`config.mk`:
```
export PLATFORM = sky130hd
export DESIGN_NAME = battleship_turn_ctrl_flat
export DESIGN_NICKNAME = d
export VERILOG_FILES = /design/src/rtl/battleship_turn_ctrl_pkg.sv /design/src/rtl/battleship_turn_ctrl_if.sv /design/src/rtl/battleship_turn_ctrl_button_edge.sv /design/src/rtl/battleship_turn_ctrl.sv /design/src/flat_wrapper.sv
export SDC_FILE = /design/constraint.sdc
export NUM_CORES = 1
export LEC_CHECK = 0
export BUFFER_PORTS_ARGS = -buffer_cell sky130_fd_sc_hd__buf_2
export CAP_MARGIN = 20
export CORE_AREA = 2 2 83 100
export DETAILED_ROUTE_END_ITERATION = 6
export DIE_AREA = 0 0 85 102
export PLACE_DENSITY = 0.76
export SYNTH_ARGS = -nofsm -noshare
export SYNTH_HDL_FRONTEND = slang
export SYNTH_SLANG_ARGS = --single-unit
```
`constraint.sdc`:
```
create_clock -name clk -period 2.2 [get_ports clk]
set_input_delay 0.33 -clock clk [delete_from_list [all_inputs] [get_ports clk]]
set_output_delay 0.33 -clock clk [all_outputs]
set_load 0.005 [all_outputs]
```
`src/rtl/battleship_turn_ctrl_pkg.sv`:
```
// Shared types and constants for the battleship turn controller:
// board cell encoding, FSM states, board geometry and a cursor helper.
package battleship_pkg;

  localparam int BOARD_DIM = 8;
  localparam int COORD_W   = 3;

  typedef enum logic [1:0] {
    EMPTY = 2'b00,
    SHIP  = 2'b01,
    HIT   = 2'b10,
    MISS  = 2'b11
  } cell_t;

  typedef enum logic [2:0] {
    P_WAIT,
    P_READ,
    P_EVAL,
    C_WAIT,
    C_READ,
    C_EVAL,
    GAME_OVER
  } state_t;

  // Move one coordinate a single step, clamping at the board edges.
  function automatic logic [COORD_W-1:0] coord_step(input logic [COORD_W-1:0] c,
                                                     input logic               up);
    logic [COORD_W-1:0] r;
    r = c;
    if (up) begin
      if (c != COORD_W'(BOARD_DIM - 1)) r = c + 1'b1;
    end else begin
      if (c != '0) r = c - 1'b1;
    end
    return r;
  endfunction

endpackage

```
`src/rtl/battleship_turn_ctrl_if.sv`:
```
// CPU coordinate handshake plus the dual-board RAM port.
// master = turn controller, slave = CPU picker / board RAM side.
interface battleship_turn_ctrl_if;
  import battleship_pkg::*;

  logic [COORD_W-1:0]   cpu_x;
  logic [COORD_W-1:0]   cpu_y;
  logic                 cpu_valid;
  logic                 cpu_req;
  logic                 board_sel;
  logic [2*COORD_W-1:0] board_addr;
  cell_t                board_rd_data;
  logic                 board_wr_en;
  cell_t                board_wr_data;

  modport master (
    input  cpu_x, cpu_y, cpu_valid, board_rd_data,
    output cpu_req, board_sel, board_addr, board_wr_en, board_wr_data
  );

  modport slave (
    output cpu_x, cpu_y, cpu_valid, board_rd_data,
    input  cpu_req, board_sel, board_addr, board_wr_en, board_wr_data
  );

endinterface

```
`src/rtl/battleship_turn_ctrl_button_edge.sv`:
```
// Active-low push button conditioner: 2-FF synchronizer followed by a
// falling-edge detector giving one pulse per press, none while held.
module button_edge (
  input  logic clk,
  input  logic reset,
  input  logic i_pin_n,
  output logic o_press
);

  logic r_sync1;
  logic r_sync2;
  logic r_prev;

  // Synchronize the raw pin and keep last synchronized level; released = 1.
  always_ff @(posedge clk or posedge reset) begin
    if (reset) begin
      r_sync1 <= 1'b1;
      r_sync2 <= 1'b1;
      r_prev  <= 1'b1;
    end else begin
      r_sync1 <= i_pin_n;
      r_sync2 <= r_sync1;
      r_prev  <= r_sync2;
    end
  end

  assign o_press = r_prev & ~r_sync2;

endmodule

```
`src/rtl/battleship_turn_ctrl.sv`:
```
// Turn sequencer for 8x8 battleship: player cursor, shot arbitration on
// the shared board RAM, remaining-ship bookkeeping and winner detection.
module battleship_turn_ctrl
  import battleship_pkg::*;
#(
  parameter int SHIP_CELLS  = 5,
  parameter int TURN_CYCLES = 50_000_000
) (
  input  logic                  clk,
  input  logic                  reset,
  input  logic                  attack,
  input  logic                  izquierda,
  input  logic                  arriba,
  input  logic                  abajo,
  input  logic                  derecha,
  battleship_turn_ctrl_if.master bus,
  output logic [COORD_W-1:0]    posicion_x,
  output logic [COORD_W-1:0]    posicion_y,
  output logic [2:0]            barcos_jugador,
  output logic [2:0]            barcos_cpu,
  output logic                  turn,
  output logic                  game_over,
  output logic                  winner
);

  localparam int               CNT_W      = (TURN_CYCLES > 1) ? $clog2(TURN_CYCLES) : 1;
  localparam logic [CNT_W-1:0] IDLE_LAST  = CNT_W'(TURN_CYCLES - 1);
  localparam logic [2:0]       SHIPS_INIT = 3'(SHIP_CELLS);

  logic w_attack;
  logic w_left;
  logic w_up;
  logic w_down;
  logic w_right;

  button_edge u_btn_attack (.clk(clk), .reset(reset), .i_pin_n(attack),    .o_press(w_attack));
  button_edge u_btn_left   (.clk(clk), .reset(reset), .i_pin_n(izquierda), .o_press(w_left));
  button_edge u_btn_up     (.clk(clk), .reset(reset), .i_pin_n(arriba),    .o_press(w_up));
  button_edge u_btn_down   (.clk(clk), .reset(reset), .i_pin_n(abajo),     .o_press(w_down));
  button_edge u_btn_right  (.clk(clk), .reset(reset), .i_pin_n(derecha),   .o_press(w_right));

  state_t             r_state;
  logic [COORD_W-1:0] r_x;
  logic [COORD_W-1:0] r_y;
  logic [2:0]         r_ships_player;
  logic [2:0]         r_ships_cpu;
  logic [CNT_W-1:0]   r_idle;
  logic               r_turn;
  logic               r_game_over;
  logic               r_winner;
  logic               w_wr_en;
  cell_t              w_wr_data;

  // Write strobe depends on the RAM data of the current EVAL cycle, so it
  // is decoded from state and read data rather than registered.
  always_comb begin
    w_wr_en   = 1'b0;
    w_wr_data = EMPTY;
    if (r_state == P_EVAL || r_state == C_EVAL) begin
      if (bus.board_rd_data == EMPTY) begin
        w_wr_en   = 1'b1;
        w_wr_data = MISS;
      end else if (bus.board_rd_data == SHIP) begin
        w_wr_en   = 1'b1;
        w_wr_data = HIT;
      end
    end
  end

  // Turn FSM with registered outputs; address/select hold from READ to EVAL.
  always_ff @(posedge clk or posedge reset) begin
    if (reset) begin
      r_state        <= P_WAIT;
      r_x            <= '0;
      r_y            <= '0;
      r_ships_player <= SHIPS_INIT;
      r_ships_cpu    <= SHIPS_INIT;
      r_idle         <= '0;
      r_turn         <= 1'b0;
      r_game_over    <= 1'b0;
      r_winner       <= 1'b0;
      bus.cpu_req    <= 1'b0;
      bus.board_sel  <= 1'b0;
      bus.board_addr <= '0;
    end else begin
      case (r_state)
        P_WAIT: begin
          if (w_attack) begin
            r_state        <= P_READ;
            bus.board_sel  <= 1'b1;
            bus.board_addr <= {r_y, r_x};
          end else if (r_idle == IDLE_LAST) begin
            r_state     <= C_WAIT;
            r_turn      <= 1'b1;
            bus.cpu_req <= 1'b1;
          end else begin
            r_idle <= r_idle + 1'b1;
            if (w_left)       r_x <= coord_step(r_x, 1'b0);
            else if (w_right) r_x <= coord_step(r_x, 1'b1);
            else if (w_up)    r_y <= coord_step(r_y, 1'b0);
            else if (w_down)  r_y <= coord_step(r_y, 1'b1);
          end
        end
        P_READ: r_state <= P_EVAL;
        P_EVAL: begin
          case (bus.board_rd_data)
            EMPTY: begin
              r_state     <= C_WAIT;
              r_turn      <= 1'b1;
              bus.cpu_req <= 1'b1;
            end
            SHIP: begin
              r_ships_cpu <= r_ships_cpu - 3'd1;
              if (r_ships_cpu == 3'd1) begin
                r_state     <= GAME_OVER;
                r_game_over <= 1'b1;
                r_winner    <= 1'b0;
              end else begin
                r_state     <= C_WAIT;
                r_turn      <= 1'b1;
                bus.cpu_req <= 1'b1;
              end
            end
            default: begin
              r_state <= P_WAIT;
              r_idle  <= '0;
            end
          endcase
        end
        C_WAIT: begin
          if (bus.cpu_req && bus.cpu_valid) begin
            r_state        <= C_READ;
            bus.cpu_req    <= 1'b0;
            bus.board_sel  <= 1'b0;
            bus.board_addr <= {bus.cpu_y, bus.cpu_x};
          end
        end
        C_READ: r_state <= C_EVAL;
        C_EVAL: begin
          case (bus.board_rd_data)
            EMPTY: begin
              r_state <= P_WAIT;
              r_turn  <= 1'b0;
              r_idle  <= '0;
            end
            SHIP: begin
              r_ships_player <= r_ships_player - 3'd1;
              if (r_ships_player == 3'd1) begin
                r_state     <= GAME_OVER;
                r_game_over <= 1'b1;
                r_winner    <= 1'b1;
              end else begin
                r_state <= P_WAIT;
                r_turn  <= 1'b0;
                r_idle  <= '0;
              end
            end
            default: begin
              r_state     <= C_WAIT;
              bus.cpu_req <= 1'b1;
            end
          endcase
        end
        GAME_OVER: r_state <= GAME_OVER;
        default:   r_state <= P_WAIT;
      endcase
    end
  end

  assign bus.board_wr_en   = w_wr_en;
  assign bus.board_wr_data = w_wr_data;
  assign posicion_x        = r_x;
  assign posicion_y        = r_y;
  assign barcos_jugador    = r_ships_player;
  assign barcos_cpu        = r_ships_cpu;
  assign turn              = r_turn;
  assign game_over         = r_game_over;
  assign winner            = r_winner;

endmodule

```
`src/flat_wrapper.sv`:
```
// flat-port wrapper written by rule: the top's interface ports become plain ports
module battleship_turn_ctrl_flat import battleship_pkg::*;
#(
  parameter int SHIP_CELLS  = 5,
  parameter int TURN_CYCLES = 50_000_000
)
  (clk, reset, attack, izquierda, arriba, abajo, derecha, posicion_x, posicion_y, barcos_jugador, barcos_cpu, turn, game_over, winner, bus_cpu_x, bus_cpu_y, bus_cpu_valid, bus_board_rd_data, bus_cpu_req, bus_board_sel, bus_board_addr, bus_board_wr_en, bus_board_wr_data);
  battleship_turn_ctrl_if bus_i ();
  input  logic clk;
  input  logic reset;
  input  logic attack;
  input  logic izquierda;
  input  logic arriba;
  input  logic abajo;
  input  logic derecha;
  output logic [COORD_W-1:0] posicion_x;
  output logic [COORD_W-1:0] posicion_y;
  output logic [2:0] barcos_jugador;
  output logic [2:0] barcos_cpu;
  output logic turn;
  output logic game_over;
  output logic winner;
  input wire logic [$bits(bus_i.cpu_x)-1:0] bus_cpu_x;
  input wire logic [$bits(bus_i.cpu_y)-1:0] bus_cpu_y;
  input wire logic [$bits(bus_i.cpu_valid)-1:0] bus_cpu_valid;
  input wire logic [$bits(bus_i.board_rd_data)-1:0] bus_board_rd_data;
  output wire logic [$bits(bus_i.cpu_req)-1:0] bus_cpu_req;
  output wire logic [$bits(bus_i.board_sel)-1:0] bus_board_sel;
  output wire logic [$bits(bus_i.board_addr)-1:0] bus_board_addr;
  output wire logic [$bits(bus_i.board_wr_en)-1:0] bus_board_wr_en;
  output wire logic [$bits(bus_i.board_wr_data)-1:0] bus_board_wr_data;
  assign bus_i.cpu_x = bus_cpu_x;
  assign bus_i.cpu_y = bus_cpu_y;
  assign bus_i.cpu_valid = bus_cpu_valid;
  assign bus_i.board_rd_data = bus_board_rd_data;
  assign bus_cpu_req = bus_i.cpu_req;
  assign bus_board_sel = bus_i.board_sel;
  assign bus_board_addr = bus_i.board_addr;
  assign bus_board_wr_en = bus_i.board_wr_en;
  assign bus_board_wr_data = bus_i.board_wr_data;
  battleship_turn_ctrl #(.SHIP_CELLS(SHIP_CELLS), .TURN_CYCLES(TURN_CYCLES)) u_core (.clk(clk), .reset(reset), .attack(attack), .izquierda(izquierda), .arriba(arriba), .abajo(abajo), .derecha(derecha), .bus(bus_i), .posicion_x(posicion_x), .posicion_y(posicion_y), .barcos_jugador(barcos_jugador), .barcos_cpu(barcos_cpu), .turn(turn), .game_over(game_over), .winner(winner));
endmodule
```
Word-level counts from Yosys, hierarchy flattened. Index checks and enable logic that the tools add are counted.

Add/sub/neg operators: 7. Equal/unequal tests: 30. Multiplexer cells: 51. Bitwise gates (word level): 14. Reduce and logical (&&, ||, !) cells: 25.

Operators by type and width (number): $mux W26 (4); $pmux W26 S3 (1); $pmux W26 S2 (1); $mux W3 (13); $add A26 B1 Y26 const B (1); $eq A26 B26 Y1 const B (1); $pmux W3 S7 (1); $ne A2 B2 Y1 const B (9); $ne A3 B3 Y1 const B (6); $mux W1 (16); $reduce_and A7 Y1 (2); $mux W6 (2); $pmux W3 S2 (2); $pmux W6 S2 (1); $reduce_and A6 Y1 (2); $reduce_bool A2 Y1 (6); $sub A3 B1 Y3 const B (4); $pmux W1 S2 (5); $eq A3 B1 Y1 const B (3); $eq A3 B3 Y1 const B (3); $not A1 Y1 (9); $reduce_bool A3 Y1 (3); $ne A2 B1 Y1 const B (4); $reduce_and A8 Y1 (1); 17 further kinds (27).

Flip-flop bits (word level): 67. Bits of input ports: 16. Word-level logic and storage cells: 154.

Logic depth before layout (Yosys ltp).
Depth in word-level cells: 4. Depth in mapped cells: 9. Gate-level depth less buffers: 7.

By module. Synthesis repeated with hierarchy kept, for this count alone.

Cell total of the unflattened synthesis: 378. Area, all modules: 3606.0 um^2.

By module, submodules not included: battleship_turn_ctrl (times used 1, cells each 353, area each 3124.2 um^2, sequential area each 1306.3 um^2); button_edge (times used 5, cells each 5, area each 96.3 um^2, sequential area each 78.8 um^2).

Worst setup path after synthesis. No wires, ideal clock.

Kind: reg-to-reg. Start point: register u_core.r_idle[10]. End point: register u_core.r_idle[22]. Setup time: 0.128 ns. Arrival: 1.907 ns. Data required time: 2.072 ns. Setup slack: 0.165 ns. Stages on the path, launching flop included: 9. Clock period less this slack: 2.035 ns. Cells stage by stage: dfrtp_1 -> buf_6 -> or4b_1 -> nor4_1 -> a31o_2 -> nand2b_1 -> buf_4 -> buf_6 -> o31ai_1.

Longest elaborated chain between the ends: 4.

Ends and longest elaborated chain: start, declared (RTL line battleship_turn_ctrl.sv:47) `logic [CNT_W-1:0] r_idle;`; start signal, assigned (RTL line battleship_turn_ctrl.sv:97) `r_idle <= r_idle + 1'b1;`; $add A26 B1 Y26 (RTL line battleship_turn_ctrl.sv:97); $mux W26 (RTL line battleship_turn_ctrl.sv:92) `end else if (r_idle == IDLE_LAST) begin`; $mux W26 (RTL line battleship_turn_ctrl.sv:88) `if (w_attack) begin`; $pmux W26 S3 (RTL line battleship_turn_ctrl.sv:86) `case (r_state)`.

Several ways; a longest one is shown, not always the timed one. The select of a mux whose other input is x is not followed. A chain may end at the register's enable or synchronous reset.

Worst setup path after layout.
Start point: register u_core.r_state[1]. End point: register u_core.r_idle[24].

Longest elaborated chain between the ends: 3.

Ends and longest elaborated chain: start, declared (RTL line battleship_turn_ctrl.sv:42) `state_t r_state;`; start signal, assigned (RTL line battleship_turn_ctrl.sv:73) `r_state <= P_WAIT;`; start signal, assigned (RTL line battleship_turn_ctrl.sv:89) `r_state <= P_READ;`; start signal, assigned (RTL line battleship_turn_ctrl.sv:93) `r_state <= C_WAIT;`; $eq A3 B3 Y1, or another cell as far along (RTL line battleship_turn_ctrl.sv:86); $ne A3 B3 Y1 (no line), or another cell as far along; $reduce_and A6 Y1 (no line).

Several ways; a longest one is shown, not always the timed one.

==> metrics.cfg <==
[grt]
track_usage=0.1852
first_global_vias=2776
grt_first_pass_wirelength_um=13020
overflow=0
antenna_found_initial=0
grt_max_degree=68

[synthesis]
yosysUniqueCellTypes=51
yosysSeqAreaShare=0.5030
yosysWarnings=0
netlist_area_um2=3381
synth_fp_nets=369
ys_ff_latch=67
avgSynthCellArea_um2=9.771
synth_edf_count=0
synth-async-reset-ratio=1.000
syn_inst=346
synth-main-ff-cell=dfrtp_1

[pwr]
p_sw_frac=0.3980
p_clk_frac=0.191
powerDensity_nw_per_um2=1183
comb_power_share=0.422
ir_worst_vdd_v=0.0006955
p_sw_mw=1.882
power.share.sequential=0.387
p_leak_nw=1.714
intPower_mw=2.847

[timing]
relSlewSlack=0.6419
worst_pin_slew_ps=535.2
layout_min_cycle_time_ps=2087
finalMaxSlewViolations=0
clock_skew_ps=12.12
period_share=0.9487
setup_viol=0
hold_viol_final=0
fmax_mhz=479.1

[worst_setup_path]
cp_data_required_time_ps=2410
critPathLaunchType=flop
crit_type=reg2reg
max_stage_delay_ps=580
cp_max_fo=24
worst_ep_arrival_time_ps=2300
end_kind=flop
path_cells=or4_1, nor4_4, a31o_2, nand2b_1, buf_12, o31ai_1
cp_slowest_cell=or4_1

[final_layout]
fillCellCount=677
final_common_cell=dfrtp_1
syn_to_final_growth_pct=18.25
final_cell_mix=dfrtp_1 (47), buf_2 (41), nand2_1 (31)
diodes=0
fin_nets=425
drive_gt1_frac=0.2654
final_util=0.5216
stdcell_count=499

[clock_tree]
cts_tree=yes
clock-sinks=67
cts_buffers=9
cts.clk_slew.worst_paths_ps=80
worstSkewPairLatency_ps=340
cts_root_buffer=clkbuf_8
cts_max_level=3
ctsLongestPathBuffers=2
postCtsHoldBufs=0

[floorplanning]
coreArea_um2=7664
die-area_um2=8670
die_w_um=85
rows=35
die_h_um=102
ios=42
initial_core_util=0.4411

[detailed_routing]
drt_iter0_markers=183
ant_nets=0
drtPass1Iterations=4
drc=0
vias=2852
detail_route.wl_per_cell_um=15.21
wirelength_um=7588
avgViaCountPerCell=5.715

[placement]
portBuffers=41
hpwl_um=5189
placed_cells=483
gp_congestion=0.8152

[outcome]
status=finished clean

[run]
maxCapViolCount=0

[hold_path]
hp-class=in2async

-- routing by layer --
metal | up-vias | track usage | wire, um
met5 | - | 0 | 0
met2 | 63 | 0.3071 | 3877
met4 | 0 | 0.06960 | 101
met3 | 9 | 0.02666 | 273
met1 | 1409 | 0.2477 | 3335
li1 | 1371 | - | -
-- through the flow --
| stage | hold WS [ps] | instance area, um2 | setup slack [ps] | total power [mW] | setup TNS (ps) |
|---|---|---|---|---|---|
| 2_1_floorplan | 334.5 | 3381 | 165.0 | 3.132 | 0 |
| 3_3_place_gp | 345.4 | 3787 | 119.6 | 3.709 | 0 |
| 3_5_place_dp | 346.8 | 3787 | -10.17 | 3.818 | -12.86 |
| 4_1_cts | 52.44 | 3963 | 61.04 | 4.728 | 0 |
| 5_1_grt | 54.62 | 3998 | -0.4083 | 5.086 | -0.4083 |
| 6_report | 46.19 | 3998 | 112.9 | 4.729 | 0 |
-- worst paths after layout --
kind                       slack (ps)                        start                           to  cells after the start
max reg2reg                       110            u_core.r_state[1]            u_core.r_idle[24]                      6
max in group asynchronous        1830                        reset         u_core.barcos_cpu[0]                      3
min reg2reg                       360  u_core.u_btn_attack.r_sync1  u_core.u_btn_attack.r_sync2                      0
max                               110            u_core.r_state[1]            u_core.r_idle[24]                      6
min                                50                        reset     u_core.bus.board_addr[1]                      3
min in group clk                   80                    izquierda    u_core.u_btn_left.r_sync1                      1
-- state kept, by name, summed over array words and instances, names as in the netlist, 3 cells and up --
signal,count
u_core.bus.board_addr,6
u_core.barcos_jugador,3
u_core.posicion_y,3
u_core.barcos_cpu,3
u_core.posicion_x,3
u_core.r_state,3
u_core.r_idle,26
-- final cells by class --
type	instances	area, um2	area share
clock buffers	10	127.6	0.03192
well taps	92	115.1	0.02879
clock inverters	6	41.29	0.01033
inverters	12	45.04	0.01127
repair buffers	63	399.1	0.09984
flip-flops and latches	67	1702	0.4257
multi-input cells	249	1568	0.3922
-- kinds of logic (layout without fill, tap and decap cells) --
logic type                 count (synthesis)  in the layout  share of synthesized area
AOI/OAI and AO/OA                         97             97                     0.1814
xor gates and xnor gates                  10             10                    0.02591
adders and majority gates                  7              7                    0.03035
buffers and inverters                     30             91                    0.04404
DFF                                       67             67                     0.5030
muxes                                      8              8                    0.02369
and+or+nand+nor                          127            127                     0.1917
-- worst max-delay path, delay by kind of cell, from the launching register on --
kind                   cells  cell delay, ps
and+or+nand+nor            3            1080
DFF                        1             370
AOI/OAI and AO/OA          2             320
buffers and inverters      1             190
-- cells in the mapped netlist (8+ instances only) --
cell type,n,share of area
dfrtp_1,48,0.36
nand2_1,31,0.034
o21ai_0,30,0.044
nor2_1,29,0.032
o31ai_1,21,0.047
dfstp_2,19,0.15
a21oi_1,18,0.027
nand3_1,16,0.024
inv_1,12,0.013
xnor2_1,9,0.023
clkbuf_1,8,0.0089
mux2i_1,8,0.024
-- what timing repair did --
action / in CTS / in global routing
resized for setup: 1 / 7
endpoints found under the setup margin: 5 / 29
setup buffers: 0 / 0
-- power groups by stage --
stage                     logic [mW]  clock network (mW)  registers, mW
after detailed placement        1.98                   0           1.84
final                           2.00               0.901           1.83
after floorplan                 1.33                   0           1.80
after global routing            2.24               0.980           1.87
after CTS                       1.99               0.919           1.82
after global placement          1.89                   0           1.82
Note: power is estimated with default switching activity, not from simulation.
